--- src/rtl/reset_prompt_ctrl.sv ---
// "RESET?" prompt sequencer: debounces YES/NO, blinks the overlay per frame,
// and emits a one-cycle game reset on confirm or on answer timeout.
module reset_prompt_ctrl #(
    parameter int unsigned DEB_CYCLES     = 1000000,
    parameter int unsigned BLINK_FRAMES   = 30,
    parameter int unsigned TIMEOUT_FRAMES = 600
) (
    input  logic clk,
    input  logic rst_n,
    input  logic game_over,
    input  logic frame_tick,
    input  logic btn_yes,
    input  logic btn_no,
    output logic prompt_en,
    output logic prompt_busy,
    output logic game_rst
);

    localparam int unsigned DEB_W   = (DEB_CYCLES > 1)     ? $clog2(DEB_CYCLES)     : 1;
    localparam int unsigned BLINK_W = (BLINK_FRAMES > 1)   ? $clog2(BLINK_FRAMES)   : 1;
    localparam int unsigned TMO_W   = (TIMEOUT_FRAMES > 1) ? $clog2(TIMEOUT_FRAMES) : 1;

    typedef enum logic [1:0] {IDLE, PROMPT, FIRE, DISMISS} state_t;

    // Button conditioning; bit 0 = yes, bit 1 = no
    logic [1:0]            sync1, sync2, deb, deb_d;
    logic [1:0][DEB_W-1:0] deb_cnt;
    logic [1:0]            press;

    always_ff @(posedge clk or negedge rst_n) begin
        if (!rst_n) begin
            sync1   <= '0;
            sync2   <= '0;
            deb     <= '0;
            deb_d   <= '0;
            deb_cnt <= '0;
        end else begin
            sync1 <= {btn_no, btn_yes};
            sync2 <= sync1;
            deb_d <= deb;
            for (int i = 0; i < 2; i++) begin
                if (sync2[i] == deb[i]) begin
                    deb_cnt[i] <= '0;
                end else if (deb_cnt[i] == DEB_W'(DEB_CYCLES - 1)) begin
                    deb[i]     <= sync2[i];
                    deb_cnt[i] <= '0;
                end else begin
                    deb_cnt[i] <= deb_cnt[i] + DEB_W'(1);
                end
            end
        end
    end

    assign press = deb & ~deb_d;

    state_t             state, state_nx;
    logic               phase, phase_nx;
    logic [BLINK_W-1:0] blink_cnt, blink_nx;
    logic [TMO_W-1:0]   tmo_cnt, tmo_nx;
    logic               go_q;
    logic               timeout_hit;

    always_ff @(posedge clk or negedge rst_n) begin
        if (!rst_n) begin
            state       <= IDLE;
            phase       <= 1'b0;
            blink_cnt   <= '0;
            tmo_cnt     <= '0;
            go_q        <= 1'b0;
            prompt_en   <= 1'b0;
            prompt_busy <= 1'b0;
            game_rst    <= 1'b0;
        end else begin
            state       <= state_nx;
            phase       <= phase_nx;
            blink_cnt   <= blink_nx;
            tmo_cnt     <= tmo_nx;
            go_q        <= game_over;
            prompt_en   <= (state_nx == PROMPT) & phase_nx;
            prompt_busy <= (state_nx == PROMPT);
            game_rst    <= (state_nx == FIRE);
        end
    end

    assign timeout_hit = frame_tick && (tmo_cnt == TMO_W'(TIMEOUT_FRAMES - 1));

    // Next state; game_over dropping wins over any press, yes wins over no
    always_comb begin
        state_nx = state;
        phase_nx = phase;
        blink_nx = blink_cnt;
        tmo_nx   = tmo_cnt;
        case (state)
            IDLE: begin
                if (go_q) begin
                    state_nx = PROMPT;
                    phase_nx = 1'b1;
                    blink_nx = '0;
                    tmo_nx   = '0;
                end
            end
            PROMPT: begin
                if (!go_q) begin
                    state_nx = IDLE;
                end else begin
                    if (frame_tick) begin
                        if (blink_cnt == BLINK_W'(BLINK_FRAMES - 1)) begin
                            blink_nx = '0;
                            phase_nx = ~phase;
                        end else begin
                            blink_nx = blink_cnt + BLINK_W'(1);
                        end
                        if (!timeout_hit) begin
                            tmo_nx = tmo_cnt + TMO_W'(1);
                        end
                    end
                    if (press[0] || timeout_hit) begin
                        state_nx = FIRE;
                    end else if (press[1]) begin
                        state_nx = DISMISS;
                    end
                end
            end
            FIRE: begin
                state_nx = IDLE;
            end
            DISMISS: begin
                if (!go_q) begin
                    state_nx = IDLE;
                end
            end
            default: begin
                state_nx = IDLE;
            end
        endcase
    end

endmodule

--- config.mk ---
export PLATFORM = sky130hd
export DESIGN_NAME = reset_prompt_ctrl
export DESIGN_NICKNAME = d
export VERILOG_FILES = /design/src/rtl/reset_prompt_ctrl.sv
export SDC_FILE = /design/constraint.sdc
export NUM_CORES = 1
export LEC_CHECK = 0
export ABC_AREA = 1
export ABC_CLOCK_PERIOD_IN_PS = 4340
export CAP_MARGIN = 20
export CORE_ASPECT_RATIO = 1.1
export CORE_MARGIN = 2
export CORE_UTILIZATION = 48
export DETAILED_ROUTE_END_ITERATION = 6
export GPL_ROUTABILITY_DRIVEN = 1
export GPL_TIMING_DRIVEN = 0
export SLEW_MARGIN = 20
export SYNTH_ARGS = -nofsm -noshare
export SYNTH_HDL_FRONTEND = slang
export SYNTH_SLANG_ARGS = --single-unit
--- constraint.sdc ---
create_clock -name clk -period 4.34 [get_ports clk]
set_input_delay 0.434 -clock clk [delete_from_list [all_inputs] [get_ports clk]]
set_output_delay 0.434 -clock clk [all_outputs]
set_load 0.02 [all_outputs]
After elaboration in Yosys (flattened, before gate mapping). Index checks and enable logic that the tools add are counted.

$add $sub $neg: 4. $mul: 0. Div/mod/pow operators: 0. Order comparisons: 0. Equality and inequality tests: 15. Shift operators: 0. Muxes and demuxes: 25. Bitwise logic cells: 6. Reduce and logical (&&, ||, !) cells: 8.

Operator list (number): 20-bit two-way mux (4); 20-bit by 1-bit adder with 20-bit output, second input constant (2); 20-bit equality test, second input constant (2); 10-bit two-way mux (4); 5-bit two-way mux (4); 10-bit one-hot mux with 2 select lines (1); 10-bit by 1-bit adder with 10-bit output, second input constant (1); 10-bit equality test, second input constant (1); 2-bit two-way mux (5); 5-bit one-hot mux with 2 select lines (1); 2-bit inequality test, second input constant (4); 2-bit one-hot mux with 4 select lines (1); 2-bit equality test, second input constant (3); 5-bit by 1-bit adder with 5-bit output, second input constant (1); 5-bit equality test, second input constant (1); 5-bit AND reduction (1); 2-bit by 1-bit equality test with 1-bit output, second input constant (2); 1-bit two-way mux (4); 2-bit AND reduction (2); 4-bit AND reduction (1); 1-bit NOT (3); 2-bit AND (1); 1-bit equality test (2); 2-bit logical NOT (1); other kinds (6) (6).

Bits in registers: 70. Bits in latches: 0. Bits in writable memories: 0. ROM bits: 0. Bits of input ports: 6. Output and inout bits: 3. Word-level logic and storage cells: 73. Memories kept: 0.

Longest topological paths before layout.
Depth in word-level cells: 8. Depth in mapped cells: 10.

Worst setup path after synthesis. OpenSTA, ideal clock, no wires.

Path kind: reg-to-reg. From: reg deb_cnt[0] (netlist bit). To: reg deb_cnt[17] (netlist bit). Library setup time: 0.119 ns. Arrival: 1.295 ns. Data required time: 4.221 ns. Setup slack: 2.926 ns. Cell stages (with the launch flop): 9. Path buffers: 0. Clock period less this slack: 1.414 ns. Cell sequence: dfrtp_1 ha_1 nand3_1 nor3_2 nand3_1 nand2_2 inv_2 nand2_1 nor2_1.

Word-level cells in the longest chain between the ends: 3. Elaborated cells on any way between the ends: 4.

Ends and longest elaborated chain: from (decl) (line 27) `logic [1:0][DEB_W-1:0] deb_cnt;`; from (signal, indexed assignment) (line 48) `deb_cnt[i] <= deb_cnt[i] + DEB_W'(1);`; 20-bit by 1-bit adder with 20-bit output / 20-bit equality test (equally long branches) (line 48, 44); 20-bit two-way mux (*) (line 44) `end else if (deb_cnt[i] == DEB_W'(DEB_CYCLES - 1)) begin`; 20-bit two-way mux (*) (line 42) `if (sync2[i] == deb[i]) begin`.

Mark *: on every way between the ends. The rest lies on a longest branch, timed or not. A chain may end at the register's enable or synchronous reset.

Worst setup path in the final report. Same ends and word-level chain as after synthesis.

==> run_results.csv <==
group,metric,value,unit
worst_setup_path,path_cells,"ha_1 -> nand3_1 -> nor3_2 -> nand3_1 -> nand2_2 -> inv_2 -> nand2_1 -> nor2_1",
final_layout,num_antenna_cells,0,
power,switchingPower,0.000326,W
worst_setup_path,cp_max_fo,8,
power,vdd_drop_max,0.146,mV
clock_tree,h-tree-depth,3,
detailed_routing,routed_wl,6900,um
grt,overflow,0,
hold_path,hold_class,"primary input to asynchronous set/reset pin",
sta,finalMaxSlewViolations,0,
grt,grtUsageTotal,18.6,%
worst_setup_path,crit_type,"flop to flop",
floorplan,die_w,87.2,um
flow_run,cap_violations,0,
yosys,async_flop_share,100,%
placed_design,port-buffer-count,8,
worst_setup_path,slowest_stage,"dfrtp_1",
placed_design,dp_hpwl,5080,um
clock_tree,numCtsBuffers,9,
yosys,synth_most_common_cell,"nand2_1",
yosys,yosysTopAreaCellShare,48.0,%
worst_setup_path,cpPeakStageDelay,0.46,ns
power,power.share.clock,37.2,%
sta,fin_worst_skew,0.0120,ns
yosys,syn_inst,474,
power,power_density,314,mW/mm2
yosys,synth.avg_cell_area,7.70,um2
clock_tree,post_cts_resize_count,0,
clock_tree,path_clk_slew,0.07,ns
clock_tree,root_buffer,"clkbuf_8",
worst_setup_path,crit_path_start_kind,"flop",
clock_tree,cts_tree,"done",
grt,grt_pass1_vias,2811,
detailed_routing,drc,0,
final_layout,synthToLayoutAreaGrowth,10.6,%
yosys,synth_common_cells,"99 x nand2_1, 92 x nor2_1, 70 x dfrtp_1",
power,p_comb_share,7.9,%
floorplan,initial_core_util,49.1,%
sta,min_period,1.75,ns
power,pwr-share-seq,54.9,%
grt,grt_pass1_wl,12200,um
floorplan,die-height,95.5,um
sta,hold_ws,0.0101,ns
yosys,netlist_area,0.00365,mm2
placed_design,gp_congestion,0.860,
yosys,ys_warn_count,0,
power,leakage,1.84,nW
detailed_routing,ant_nets,0,
sta,tightest_slew,0.489,ns
sta,setup_viol,0,
power,sw_frac_of_total,25.7,%
worst_setup_path,critPathRequiredTime,4.57,ns
clock_tree,cts_setup_buffers,0,
floorplan,core,0.00743,mm2
detailed_routing,dr.first_iter.drc_count,120,
yosys,synth-edff-count,0,
sta,slew_headroom,67.2,%
final_layout,post_layout_nonfiller_instances,585,
sta,max_freq,0.572,GHz
worst_setup_path,cp_top_family,"simple AND/OR/NAND/NOR gates",
sta,rsz0062_at_grt,"false",
detailed_routing,vias,2911,
yosys,ys.flop_type,"dfrtp_1",
sta,min_period_over_period,40.3,%
yosys,syn-num-nets,485,
worst_setup_path,cp_num_buf_inv,1,
clock_tree,hold_buffers,0,
sta,totalNegativeSetupSlack,0,ns
worst_setup_path,critPathCaptureType,"flop",
yosys,synth-seq-cells,70,
sta,hold_violations,0,
final_layout,final_layout_size_suffix_gt1_share,7.83,%
grt,grt_antenna_before_repair,0,
clock_tree,clk-insertion-delay-late,0.34,ns
detailed_routing,wire_per_inst,11.8,um
yosys,synth.distinct_cells,29,
status,outcome,"complete, no violations",
detailed_routing,viasPerCell,4.98,
floorplan,ios,9,
worst_setup_path,cp.arrival,1.98,ns
floorplan,dieArea,0.00832,mm2
power,p_int,0.000943,W
final_layout,fin_nets,505,
yosys,seq_area_frac_synth,48.0,%
yosys,synth_area_leaders,"dfrtp_1 48%, nand2_1 10%, nor2_1 9.5%, inv_1 6.6%, nand3_1 4.4%",
clock_tree,clock_sinks,70,
clock_tree,clockBufferDepth,2,
placed_design,placed_cells,570,
detailed_routing,first_pass_iters,4,
yosys,synth_largest_area_cell,"dfrtp_1",
worst_setup_path,crit_top_cell,"nand3_1",
grt,grt_max_degree,44,
floorplan,rows,33,
## power groups by stage
stage                     clock network, W  registers [W]  logic (W)
final                             0.000473       0.000696   0.000100
after global placement                   0       0.000708  0.0000982
after detailed placement                 0       0.000709   0.000103
after floorplan                          0       0.000708  0.0000580
after CTS                         0.000489       0.000696   0.000104
after global routing              0.000522       0.000700   0.000119
## cell families after synthesis
group                    share of synthesized area, %
buffers and inverters                            7.54
AND/OR/NAND/NOR                                  33.2
XOR/XNOR                                         5.28
flip-flops                                       48.0
adder cells (fa/ha/maj)                          1.71
AO/OA/AOI/OAI                                    4.32
## registers in the layout (all words and copies together), names as in the netlist
| signal | count |
|---|---|
| deb | 2 |
| blink_cnt | 5 |
| tmo_cnt | 10 |
| state | 2 |
| prompt_busy | 1 |
| sync1 | 2 |
| deb_cnt | 40 |
| go_q | 1 |
| phase | 1 |
| prompt_en | 1 |
| game_rst | 1 |
| sync2 | 2 |
| deb_d | 2 |
## metrics by stage
stage	util [%]	cell area, um2	setup WS (ns)	power [W]
floorplan	-	3650	2.93	0.000766
global placement	51.7	3840	0.412	0.000806
detailed placement	52.0	3860	2.28	0.000812
CTS	54.3	4040	2.58	0.00129
global route	54.3	4040	2.44	0.00134
finish	54.3	4040	2.59	0.00127
## cell usage in the layout, fill, tap and decap left out, drive strengths merged
| master | n |
|---|---|
| inv | 69 |
| nand2 | 104 |
| nand3b | 2 |
| xnor2 | 6 |
| ha | 5 |
| or2 | 2 |
| o21ai | 15 |
| dfrtp | 70 |
| xor2 | 16 |
| clkbuf | 11 |
| o21bai | 1 |
| clkdlybuf4s50 | 7 |
| nor2 | 95 |
| nand4 | 10 |
| nand3 | 33 |
| buf | 4 |
| nor3 | 24 |
| and3 | 2 |
| nor3b | 2 |
| clkinv | 4 |
| clkinvlp | 1 |
| a21oi | 15 |
## worst paths after layout
| kind | start | end | slack [ns] | cells after the start |
|---|---|---|---|---|
| worst max-delay path | deb_cnt[0] | deb_cnt[17] | 2.59 | 8 |
| worst min-delay path | rst_n | tmo_cnt[5] | 0.01 | 1 |
| worst max register to register | deb_cnt[0] | deb_cnt[17] | 2.59 | 8 |
| worst min register to register | sync1[1] | sync2[1] | 0.35 | 0 |
| max in group asynchronous | rst_n | deb_cnt[24] | 3.79 | 2 |
| min in group clk | sync1[1] | sync2[1] | 0.35 | 0 |
## final cells by class
type | count | area [um2]
Timing Repair Buffer | 9 | 105
Clock inverter | 4 | 22.5
Multi-Input combinational cell | 332 | 1620
Inverter | 70 | 263
Fill cell | 723 | 3390
Sequential cell | 70 | 1750
Clock buffer | 11 | 151
Tap cell | 87 | 109
Buffer | 2 | 12.5
## per-layer routing
layer / vias up / GRT usage (%) / routed length [um]
met5: - / 0 / 0
met4: 0 / 7.56 / 121
met3: 9 / 3.90 / 214
met2: 40 / 30.2 / 3200
met1: 1346 / 24.2 / 3370
li1: 1516 / - / -
(Power assumes the default switching activity.)
